**config.mk**
```make
export PLATFORM = sky130hd
export DESIGN_NAME = rx_frame_sequencer_flat
export DESIGN_NICKNAME = d
export VERILOG_FILES = /design/src/rtl/rx_frame_sequencer_if.sv /design/src/rtl/rx_frame_sequencer.sv /design/src/flat_wrapper.sv
export SDC_FILE = /design/constraint.sdc
export NUM_CORES = 1
export LEC_CHECK = 0
export CORE_UTILIZATION = 40
export CTS_CLUSTER_DIAMETER = 100
export DETAILED_ROUTE_END_ITERATION = 8
export PLACE_DENSITY_LB_ADDON = 0.15
export SLEW_MARGIN = 20
export SYNTH_ARGS = -nofsm -noshare
export SYNTH_HDL_FRONTEND = slang
export SYNTH_SLANG_ARGS = --single-unit
```
**constraint.sdc**
```tcl
create_clock -name clk_i -period 2.5 [get_ports clk_i]
set_input_delay 0.375 -clock clk_i [delete_from_list [all_inputs] [get_ports clk_i]]
set_output_delay 0.375 -clock clk_i [all_outputs]
set_load 0.03 [all_outputs]
```
**src/rtl/rx_frame_sequencer_if.sv**
```systemverilog
// Beat-tag bus between the RX synchronizer valid and the LTF estimator/equalizer.
// The master side drives valid_i; the sequencer (slave) returns the registered tags.
interface rx_frame_sequencer_if #(
    parameter int BW = 4,
    parameter int SW = 4
);
    logic          valid_i;
    logic          tag_valid_o;
    logic [1:0]    seg_o;
    logic [BW-1:0] beat_o;
    logic [SW-1:0] sym_idx_o;
    logic          cp_o;
    logic          sof_o;
    logic          eof_o;
    logic          abort_o;
    logic [15:0]   pkt_cnt_o;
    logic [15:0]   abort_cnt_o;

    modport master (
        output valid_i,
        input  tag_valid_o, seg_o, beat_o, sym_idx_o, cp_o,
        input  sof_o, eof_o, abort_o, pkt_cnt_o, abort_cnt_o
    );

    modport slave (
        input  valid_i,
        output tag_valid_o, seg_o, beat_o, sym_idx_o, cp_o,
        output sof_o, eof_o, abort_o, pkt_cnt_o, abort_cnt_o
    );
endinterface

```
**src/rtl/rx_frame_sequencer.sv**
```systemverilog
// Packet-level RX controller: walks each packet through STF/LTF/DATA and tags
// every beat with segment, beat, symbol, CP and start/end/abort flags (one cycle late).
module rx_frame_sequencer #(
    parameter int PHASES   = 16,
    parameter int STF_LEN  = 160,
    parameter int LTF_LEN  = 160,
    parameter int FFT_SIZE = 64,
    parameter int CP_LEN   = 16,
    parameter int NUMSYMB  = 12
) (
    input logic clk_i,
    input logic rst_i,
    rx_frame_sequencer_if.slave bus
);
    localparam int SB   = STF_LEN / PHASES;
    localparam int LB   = LTF_LEN / PHASES;
    localparam int YB   = (FFT_SIZE + CP_LEN) / PHASES;
    localparam int CB   = CP_LEN / PHASES;
    localparam int MAXB = (SB > LB) ? ((SB > YB) ? SB : YB) : ((LB > YB) ? LB : YB);
    localparam int BW   = (MAXB > 1) ? $clog2(MAXB) : 1;
    localparam int SW   = (NUMSYMB > 1) ? $clog2(NUMSYMB) : 1;

    localparam logic [BW-1:0] SB_LAST  = BW'(SB - 1);
    localparam logic [BW-1:0] LB_LAST  = BW'(LB - 1);
    localparam logic [BW-1:0] YB_LAST  = BW'(YB - 1);
    localparam logic [BW-1:0] CB_BEATS = BW'(CB);
    localparam logic [SW-1:0] SYM_LAST = SW'(NUMSYMB - 1);

    typedef enum logic [1:0] {
        S_IDLE = 2'd0,
        S_STF  = 2'd1,
        S_LTF  = 2'd2,
        S_DATA = 2'd3
    } seg_e;

    seg_e          seg, nseg;
    logic [BW-1:0] beat, nbeat;
    logic [SW-1:0] sym, nsym;
    logic          armed, tag_valid, cp, sof, eof, abort;
    logic [15:0]   pkt_cnt, abort_cnt;
    logic          last_beat, take;

    // Position of the next beat if this one is accepted; IDLE starts a packet.
    always_comb begin
        nseg  = seg;
        nbeat = beat + 1'b1;
        nsym  = sym;
        case (seg)
            S_IDLE: begin
                nseg  = S_STF;
                nbeat = '0;
                nsym  = '0;
            end
            S_STF: if (beat == SB_LAST) begin
                nseg  = S_LTF;
                nbeat = '0;
            end
            S_LTF: if (beat == LB_LAST) begin
                nseg  = S_DATA;
                nbeat = '0;
                nsym  = '0;
            end
            S_DATA: if (beat == YB_LAST) begin
                nbeat = '0;
                nsym  = sym + 1'b1;
            end
            default: nseg = S_IDLE;
        endcase
    end

    // The packet's last beat has already been tagged when the state sits on it,
    // so the following valid (high or low) only decides re-arming.
    assign last_beat = (seg == S_DATA) && (beat == YB_LAST) && (sym == SYM_LAST);
    assign take      = bus.valid_i && ((seg == S_IDLE) ? armed : !last_beat);

    always_ff @(posedge clk_i or negedge rst_i) begin
        if (!rst_i) begin
            seg       <= S_IDLE;
            beat      <= '0;
            sym       <= '0;
            armed     <= 1'b1;
            tag_valid <= 1'b0;
            cp        <= 1'b0;
            sof       <= 1'b0;
            eof       <= 1'b0;
            abort     <= 1'b0;
            pkt_cnt   <= '0;
            abort_cnt <= '0;
        end else begin
            sof   <= 1'b0;
            eof   <= 1'b0;
            abort <= 1'b0;
            if (take) begin
                seg       <= nseg;
                beat      <= nbeat;
                sym       <= nsym;
                cp        <= (nseg == S_DATA) && (nbeat < CB_BEATS);
                tag_valid <= 1'b1;
                sof       <= (seg == S_IDLE);
                if (nseg == S_DATA && nbeat == YB_LAST && nsym == SYM_LAST) begin
                    eof     <= 1'b1;
                    pkt_cnt <= pkt_cnt + 16'd1;
                end
            end else begin
                seg       <= S_IDLE;
                beat      <= '0;
                sym       <= '0;
                cp        <= 1'b0;
                tag_valid <= 1'b0;
                // Valid held high after a packet keeps us disarmed until it drops.
                armed     <= !bus.valid_i;
                if (seg != S_IDLE && !last_beat) begin
                    abort     <= 1'b1;
                    abort_cnt <= abort_cnt + 16'd1;
                end
            end
        end
    end

    assign bus.tag_valid_o = tag_valid;
    assign bus.seg_o       = seg;
    assign bus.beat_o      = beat;
    assign bus.sym_idx_o   = sym;
    assign bus.cp_o        = cp;
    assign bus.sof_o       = sof;
    assign bus.eof_o       = eof;
    assign bus.abort_o     = abort;
    assign bus.pkt_cnt_o   = pkt_cnt;
    assign bus.abort_cnt_o = abort_cnt;
endmodule

```
**src/flat_wrapper.sv**
```systemverilog
// flat-port wrapper written by rule: the top's interface ports become plain ports
module rx_frame_sequencer_flat 
#(
    parameter int PHASES   = 16,
    parameter int STF_LEN  = 160,
    parameter int LTF_LEN  = 160,
    parameter int FFT_SIZE = 64,
    parameter int CP_LEN   = 16,
    parameter int NUMSYMB  = 12
)
  (clk_i, rst_i, bus_valid_i, bus_tag_valid_o, bus_seg_o, bus_beat_o, bus_sym_idx_o, bus_cp_o, bus_sof_o, bus_eof_o, bus_abort_o, bus_pkt_cnt_o, bus_abort_cnt_o);
  rx_frame_sequencer_if #(.BW(4), .SW(4)) bus_i ();
  input logic clk_i;
  input logic rst_i;
  input wire logic [$bits(bus_i.valid_i)-1:0] bus_valid_i;
  output wire logic [$bits(bus_i.tag_valid_o)-1:0] bus_tag_valid_o;
  output wire logic [$bits(bus_i.seg_o)-1:0] bus_seg_o;
  output wire logic [$bits(bus_i.beat_o)-1:0] bus_beat_o;
  output wire logic [$bits(bus_i.sym_idx_o)-1:0] bus_sym_idx_o;
  output wire logic [$bits(bus_i.cp_o)-1:0] bus_cp_o;
  output wire logic [$bits(bus_i.sof_o)-1:0] bus_sof_o;
  output wire logic [$bits(bus_i.eof_o)-1:0] bus_eof_o;
  output wire logic [$bits(bus_i.abort_o)-1:0] bus_abort_o;
  output wire logic [$bits(bus_i.pkt_cnt_o)-1:0] bus_pkt_cnt_o;
  output wire logic [$bits(bus_i.abort_cnt_o)-1:0] bus_abort_cnt_o;
  assign bus_i.valid_i = bus_valid_i;
  assign bus_tag_valid_o = bus_i.tag_valid_o;
  assign bus_seg_o = bus_i.seg_o;
  assign bus_beat_o = bus_i.beat_o;
  assign bus_sym_idx_o = bus_i.sym_idx_o;
  assign bus_cp_o = bus_i.cp_o;
  assign bus_sof_o = bus_i.sof_o;
  assign bus_eof_o = bus_i.eof_o;
  assign bus_abort_o = bus_i.abort_o;
  assign bus_pkt_cnt_o = bus_i.pkt_cnt_o;
  assign bus_abort_cnt_o = bus_i.abort_cnt_o;
  rx_frame_sequencer #(.PHASES(PHASES), .STF_LEN(STF_LEN), .LTF_LEN(LTF_LEN), .FFT_SIZE(FFT_SIZE), .CP_LEN(CP_LEN), .NUMSYMB(NUMSYMB)) u_core (.clk_i(clk_i), .rst_i(rst_i), .bus(bus_i));
endmodule
```
# After elaboration in Yosys (flattened, before gate mapping)

Index checks and enable logic that the tools add are counted.

Register bits after elaboration: 48
Latch bits: 0
RAM bits: 0
Bits in read-only memories: 0
Output and inout bits: 47
Memories: 0

Add/subtract/negate cells: 4
$mul: 0
Div/mod/pow operators: 0
Magnitude comparators: 1
Eq/ne operators: 9
Shift-type cells: 0
Mux-type cells: 20
Bitwise operators: 1
Reduce and logical (&&, ||, !) cells: 14

Operator list:

| cell                  | count |
|---|---|
| $add 16x1->16 const B | 2 |
| $mux 4                | 6 |
| $pmux 4 s3            | 2 |
| $eq 4x4->1 const B    | 3 |
| $add 4x1->4 const B   | 2 |
| $eq 4x3->1 const B    | 2 |
| $mux 1                | 8 |
| $logic_and 1x1->1     | 7 |
| $eq 2x2->1 const B    | 3 |
| $mux 2                | 3 |
| $pmux 2 s3            | 1 |
| $lt 4x1->1 const B    | 1 |
| $reduce_and 2->1      | 2 |
| $eq 2x1->1 const B    | 1 |
| $logic_not 1->1       | 2 |
| $logic_not 2->1       | 1 |
| $reduce_bool 2->1     | 1 |
| $reduce_or 2->1       | 1 |
| $not 1->1             | 1 |

# Depth between registers and ports, before layout

Gate-level depths: netlist of run 1.

Depth in word-level cells: 8
Gate-level depth with buffers: 10

# Worst setup path before layout of run 1

No wires, ideal clock.

Kind: register to register
From: register u_core.beat[0], in the netlist u_core.bus.beat_o[0]
To: register u_core.pkt_cnt[1], in the netlist u_core.bus.pkt_cnt_o[1]
Setup time: 0.125 ns
Arrival: 2.591 ns
Required time: 2.375 ns
Path slack: -0.216 ns
Stages on the path, launching flop included: 8
Buffers on the path: 0
Clock period less this slack: 2.716 ns
Cells stage by stage: dfrtp_1 -> ha_1 -> nand3b_4 -> or4_1 -> and3_1 -> or4_2 -> nor2_2 -> mux2_2

Longest elaborated chain between the ends: 7
Elaborated cells on any way between the ends: 23
Those cells by class: add/sub: 1; eq/ne: 5; mux: 10; reduce/logical: 7

RTL lines:

| item                                        | line                                                | RTL |
|---|---|---|
| from (decl)                                 | rx_frame_sequencer.sv:37                            | `logic [BW-1:0] beat, nbeat;` |
| from (signal assigned)                      | rx_frame_sequencer.sv:95                            | `beat <= nbeat;` |
| $add 4x1->4, or another cell as far along   | rx_frame_sequencer.sv:46                            | `nbeat = beat + 1'b1;` |
| $mux 4, or another cell as far along        | rx_frame_sequencer.sv:63                            | `S_DATA: if (beat == YB_LAST) begin` |
| $pmux 4 s3, or another cell as far along    | rx_frame_sequencer.sv:48                            | `case (seg)` |
| $eq 4x3->1, or another cell as far along    | rx_frame_sequencer.sv:100                           | `if (nseg == S_DATA && nbeat == YB_LAST && nsym == SYM_LAST) begin` |
| $logic_and 1x1->1 or $mux 1 (tied branches) | rx_frame_sequencer.sv:100, rx_frame_sequencer.sv:74 |  |
| $logic_and 1x1->1, on equally long branches | rx_frame_sequencer.sv:100, rx_frame_sequencer.sv:74 |  |
| $reduce_and 2->1 (no line) (*)              | --                                                  |  |
| to (signal assigned)                        | rx_frame_sequencer.sv:102                           | `pkt_cnt <= pkt_cnt + 16'd1;` |
| to (decl)                                   | rx_frame_sequencer.sv:40                            | `logic [15:0] pkt_cnt, abort_cnt;` |

Every way passes the cells marked *; elsewhere a longest branch is shown, timed or not.
A chain may end at the register's enable or synchronous reset.

# Worst setup path in the final report of run 1

From: register u_core.beat[0], in the netlist u_core.bus.beat_o[0]
To: register u_core.pkt_cnt[12], in the netlist u_core.bus.pkt_cnt_o[12]

The elaborated chain is that of the path after synthesis.

==> qor.yml, run 1 <==
dieArea_sq_mm: 0.00671
max_cap_violations: 0
synth_edf_count: 0
area_growth_pct: 49.7
syn_inst: 228
max_slew_margin_pct: 70.0
grt_max_degree: 49
combinationalPowerShare_pct: 21.0
rsz0062_at_grt: "true"
place_ws_ns: -0.0378
gp_congestion: 0.782
tightest_slew_ns: 0.447
cts.htree.levels: 2
synthArstFlopShare_pct: 100
intPower_mw: 1.21
ys_seq_area_share_pct: 47.1
synth_area_sq_mm: 0.00255
vias: 2056
vias_per_cell: 5.17
swShare_pct: 31.1
violations: "negative setup slack"
wl_per_cell_microns: 14.4
cp-end-kind: "flip-flop"
status: "complete, but fails checks"
drt-total-wl_microns: 5730
die_w_microns: 81.9
first_pass_iters: 4
gr-usage-all-layers_pct: 17.3
critical_path.slowest_cell: "or4_4"
min_path_type: "in2async"
setup_slack_ns: -0.0354
numCtsBuffers: 5
cts_tree: "yes"
post_synth_num_cell_types: 47
power.share.sequential_pct: 51.3
yosys-top-cells-count: "47 x dfrtp_1, 21 x xor2_1, 17 x nor2_1"
worst_clock_skew_ns: 0.00749
clock_path_buffers: 2
setup_viol: 3
synthFlopType: "dfrtp_1"
initial_core_util_pct: 42.4
insertedDiodeCount: 0
hpwl_microns: 3750
die_y_microns: 81.9
r2r_slack_ns: -0.04
drt_iter0_drc: 115
final_antenna_net_count: 0
cp_data_arrival_time_ns: 2.76
drive_gt1_share_pct: 31.9
synth.avg_cell_area_sq_um: 11.2
slowest_delay_ns: 0.52
hold_slack_ns: 0.0348
period_share_pct: 101
grt_pass1_vias: 1873
yosys.area.top_type: "dfrtp_1"
p_leak_nw: 1.85
antenna_found_initial: 0
synthMostInstantiatedCell: "dfrtp_1"
num_rows: 28
drc_errors: 0
ir_drop_mv: 0.306
synth.area.top_cells: "dfrtp_1 46%, xor2_1 7.2%, ha_1 5.9%"
worstSetupStartpointType: "flip-flop"
clock_latency_ns: 0.30
core_area_sq_mm: 0.00603
power_per_cell_area_mw_per_mm2: 461
nFillCells: 497
yosys_warnings: 0
io_pins: 50
drv_slew: 0
crit_fanout: 3
cts-root-buf: "clkbuf_8"
final_cell_area_sq_mm: 0.00382
grt_overflow: 0
p_switching_mw: 0.547
r2r_start: "u_core.bus.beat_o[0]$_DFF_PN0_"
hold_viol: 0
crit_start: "u_core.bus.beat_o[0]$_DFF_PN0_"
clk_pin_slew_ns: 0.09
place_area_sq_mm: 0.00336
io_buffers: 49
power_frac_clock_pct: 27.7
ys_seq_elements: 48
cts.sinks: 48
synth_top_area_share_pct: 46.1
grt_pass1_wl_microns: 8830
worstPathCellList: "buf_4 -> buf_4 -> ha_4 -> nand3b_4 -> or4_4 -> and3_4 -> or4_4 -> buf_6 -> buf_6 -> nor4_4 -> xor2_1"
path_class: "reg2reg"
total_power_mw: 1.76
crit_required_ns: 2.73
nets: 337
syn_nets: 243
fin_crit_ns: 2.54
fmax_ghz: 0.394
==> kinds of logic (layout without fill, tap and decap cells) <==
group / Yosys count / after routing / share of synthesized area, %
flip-flops: 48 / 48 / 47.1
adder cells (fa/ha/maj): 12 / 12 / 5.88
AO/OA/AOI/OAI: 16 / 16 / 5.73
multiplexers: 1 / 1 / 0.441
AND/OR/NAND/NOR: 101 / 101 / 25.6
buffers and inverters: 16 / 111 / 3.63
XOR/XNOR: 34 / 34 / 11.7
==> through the flow <==
stage	TNS, ns	instances	utilization, %
global route	-0.808	398	63.4
global placement	0	371	55.7
CTS	-0.0603	389	59.2
finish	-0.0838	398	63.4
floorplan	-0.0361	228	-
detailed placement	-0.0568	371	55.7
==> timing repair <==
item / 4_1_cts / 5_1_grt
gates resized for setup: 6 / 34
setup buffers: 10 / 8
endpoints found under the hold margin: 0 / 0
hold buffers: 0 / 0
cloned: 0 / 1
setup endpoints to repair: 4 / 16
pin swaps: 5 / 15
==> critical path, delay by kind of cell (launching register included) <==
| family | cells | cell delay, ns |
|---|---|---|
| adders and majority gates | 1 | 0.13 |
| and+or+nand+nor | 5 | 1.30 |
| buffers and inverters | 4 | 0.48 |
| DFF | 1 | 0.38 |
| xor gates and xnor gates | 1 | 0.17 |
==> final cells by class <==
type / count / area, sq um / area share [%]
Multi-Input combinational cell: 164 / 1500 / 39.2
Tap cell: 75 / 93.8 / 2.45
Clock inverter: 2 / 15.0 / 0.393
Clock buffer: 6 / 82.6 / 2.16
Sequential cell: 48 / 1210 / 31.6
Inverter: 11 / 43.8 / 1.15
Timing Repair Buffer: 92 / 881 / 23.0
==> power groups by stage <==
stage	Sequential, mW	Combinational (mW)	Clock (mW)
2_1_floorplan	1.01	0.0929	0
3_3_place_gp	0.916	0.359	0
3_5_place_dp	0.917	0.364	0
4_1_cts	0.901	0.367	0.510
5_1_grt	0.910	0.395	0.537
6_report	0.903	0.370	0.488
==> cells in the final DEF, fill, tap and decap left out, types with 3 or more instances in the layout <==
master           synthesis  routed
clkdlybuf4s50_1          0      48
dfrtp_1                 47      43
buf_4                    0      33
xor2_1                  21      21
nor2_1                  17      17
nand3_1                 15      15
nand2_1                 15      15
xnor2_1                 13      13
and3_1                  11      10
inv_1                   11       7
nor4_4                   1       6
nand4_1                  6       6
ha_1                    12       6
clkbuf_8                 0       6
buf_6                    2       6
nor3_4                   1       5
nor3_1                   5       4
ha_4                     0       4
dfrtp_2                  0       4
inv_2                    0       3
or4_4                    0       3
==> worst paths after layout <==
path / endpoint / cells past startpoint
setup / recovery: u_core.bus.pkt_cnt_o[12]$_DFFE_PN0P_ / 11
hold / removal: u_core.bus.abort_cnt_o[11]$_DFFE_PN0P_ / 2
setup reg to reg: u_core.bus.pkt_cnt_o[12]$_DFFE_PN0P_ / 11
hold reg to reg: u_core.armed$_DFFE_PN1N_ / 2
max in group asynchronous: u_core.armed$_DFFE_PN1N_ / 2
min in group clk_i: u_core.armed$_DFFE_PN1N_ / 2
==> per-layer routing <==
metal	vias up	routed length, microns	global-route usage, %	share of wire [%]
met1	1006	2670	23.4	47
met3	8	206	3.44	3.6
met4	0	63	5.44	1.1
li1	993	-	-	-
met5	-	0	0	0
met2	49	2780	27.6	49
==> flip-flops by register name, summed over array words and instances (netlist names), 2 cells and up <==
| signal | count |
|---|---|
| u_core.bus.abort_cnt_o | 16 |
| u_core.bus.beat_o | 4 |
| u_core.bus.pkt_cnt_o | 16 |
| u_core.bus.seg_o | 2 |
| u_core.bus.sym_idx_o | 4 |
No activity file was read; power rests on OpenSTA's default activity.
==> inputs of run 2 (changes only) <==
SKIP_CTS_REPAIR_TIMING = 1   (was default)
==> run 2 against run 1 <==
Against the previous run:
- the run now ends clean
- final area down 4.2%
- sequential power about the same
- register-to-register slack better by 0.06 ns
- power shrank 0.13%
- clock-buffer cell count stayed put
- worst setup slack gained 0.058 ns
- clock power about the same
- non-clock buffer count shrank 10
- maximum frequency up 2.4%
- first-iteration DRC count shrank 12%
- via count down 3.8%
- critical endpoint unchanged
- highest routed layer unchanged
==> qor.yml, run 2 (synthesis gave the netlist of run 1 again) <==
grt_pass1_vias: 1797
clock_latency_ns: 0.30
gp_congestion: 0.782
vias: 1978
place_ws_ns: -0.0378
drc_errors: 0
status: "finished clean"
setup_viol: 0
ir_drop_mv: 0.306
path_class: "reg2reg"
core_area_sq_mm: 0.00603
worst_clock_skew_ns: 0.0103
final_util_pct: 60.8
wl_per_cell_microns: 13.8
nets: 328
vias_per_cell: 5.08
drive_gt1_share_pct: 28.0
mostFrequentLayoutCells: "48 x clkdlybuf4s50_1, 43 x dfrtp_1, 27 x buf_4, 21 x xor2_1, 17 x nor2_1"
num_rows: 28
cp-end-kind: "flip-flop"
die_w_microns: 81.9
final_common_cell: "clkdlybuf4s50_1"
dieArea_sq_mm: 0.00671
area_growth_pct: 43.5
drt-total-wl_microns: 5380
max_slew_margin_pct: 58.5
grt_pass1_wl_microns: 8440
grt_overflow: 0
min_path_type: "in2async"
fin_crit_ns: 2.48
cts-root-buf: "clkbuf_8"
insertedDiodeCount: 0
die_y_microns: 81.9
fmax_ghz: 0.404
cp_data_arrival_time_ns: 2.71
worstSetupStartpointType: "flip-flop"
drv_slew: 0
clock_path_buffers: 2
crit_fanout: 8
p_leak_nw: 1.71
gr-usage-all-layers_pct: 16.5
numCtsBuffers: 5
max_cap_violations: 0
nFillCells: 513
final_antenna_net_count: 0
hpwl_microns: 3750
period_share_pct: 99.1
hold_slack_ns: 0.0339
cts_tree: "yes"
io_buffers: 49
first_pass_iters: 4
cts.sinks: 48
tightest_slew_ns: 0.618
cts.htree.levels: 2
drt_iter0_drc: 101
clk_pin_slew_ns: 0.09
setup_slack_ns: 0.0230
crit_required_ns: 2.73
grt_max_degree: 49
rsz0062_at_grt: "true"
power_per_cell_area_mw_per_mm2: 480
hold_viol: 0
antenna_found_initial: 0
initial_core_util_pct: 42.4
io_pins: 50
## run 2: layout make-up
cell class                      count  area [sq um]  share of cell area (%)
Clock buffer                        6          82.6                    2.25
Timing Repair Buffer               82           773                    21.1
Sequential cell                    48          1210                    33.0
Tap cell                           75          93.8                    2.56
Clock inverter                      2          15.0                   0.410
Inverter                           11          48.8                    1.33
Multi-Input combinational cell    165          1440                    39.4
## run 2: routing by layer
metal | vias to the layer above | track usage, % | share of wire, %
li1 | 977 | - | -
met1 | 954 | 22.1 | 48
met2 | 42 | 26.4 | 47
met3 | 5 | 3.67 | 3.8
met4 | 0 | 4.74 | 0.98
met5 | - | 0 | 0
## run 2: final timing paths
path | start | slack [ns] | cells after the start | to
setup reg to reg | u_core.bus.seg_o[0]$_DFF_PN0_ | 0.02 | 7 | u_core.bus.pkt_cnt_o[12]$_DFFE_PN0P_
max in group asynchronous | rst_i | 2.18 | 2 | u_core.armed$_DFFE_PN1N_
setup / recovery | u_core.bus.seg_o[0]$_DFF_PN0_ | 0.02 | 7 | u_core.bus.pkt_cnt_o[12]$_DFFE_PN0P_
hold reg to reg | u_core.armed$_DFFE_PN1N_ | 0.48 | 2 | u_core.armed$_DFFE_PN1N_
min in group clk_i | u_core.armed$_DFFE_PN1N_ | 0.48 | 2 | u_core.armed$_DFFE_PN1N_
hold / removal | rst_i | 0.03 | 2 | u_core.bus.abort_cnt_o[11]$_DFFE_PN0P_
## run 2: critical path, cell delays in order (launching register included)
cell and delay [ns]:
dfrtp_2 0.51, ha_4 0.20, or4_4 0.49, and3_4 0.18, or4_4 0.58, buf_6 0.16, nor4_4 0.13, xor2_1 0.16
## run 2: metrics by stage
step | instance area, sq um | std cells | power (mW) | setup TNS [ns]
3_3_place_gp | 3360 | 371 | 1.28 | 0
6_report | 3660 | 389 | 1.76 | 0
3_5_place_dp | 3360 | 371 | 1.28 | -0.0568
2_1_floorplan | 2630 | 228 | 1.11 | -0.0361
4_1_cts | 3460 | 379 | 1.78 | -0.0867
5_1_grt | 3660 | 389 | 1.84 | -0.432
## run 2: report_power, final
group | leakage, nW | switching (mW) | internal, mW
Clock | 0.0434 | 0.264 | 0.224
Sequential | 0.635 | 0.0731 | 0.830
Combinational | 1.03 | 0.208 | 0.159
Total | 1.71 | 0.545 | 1.21
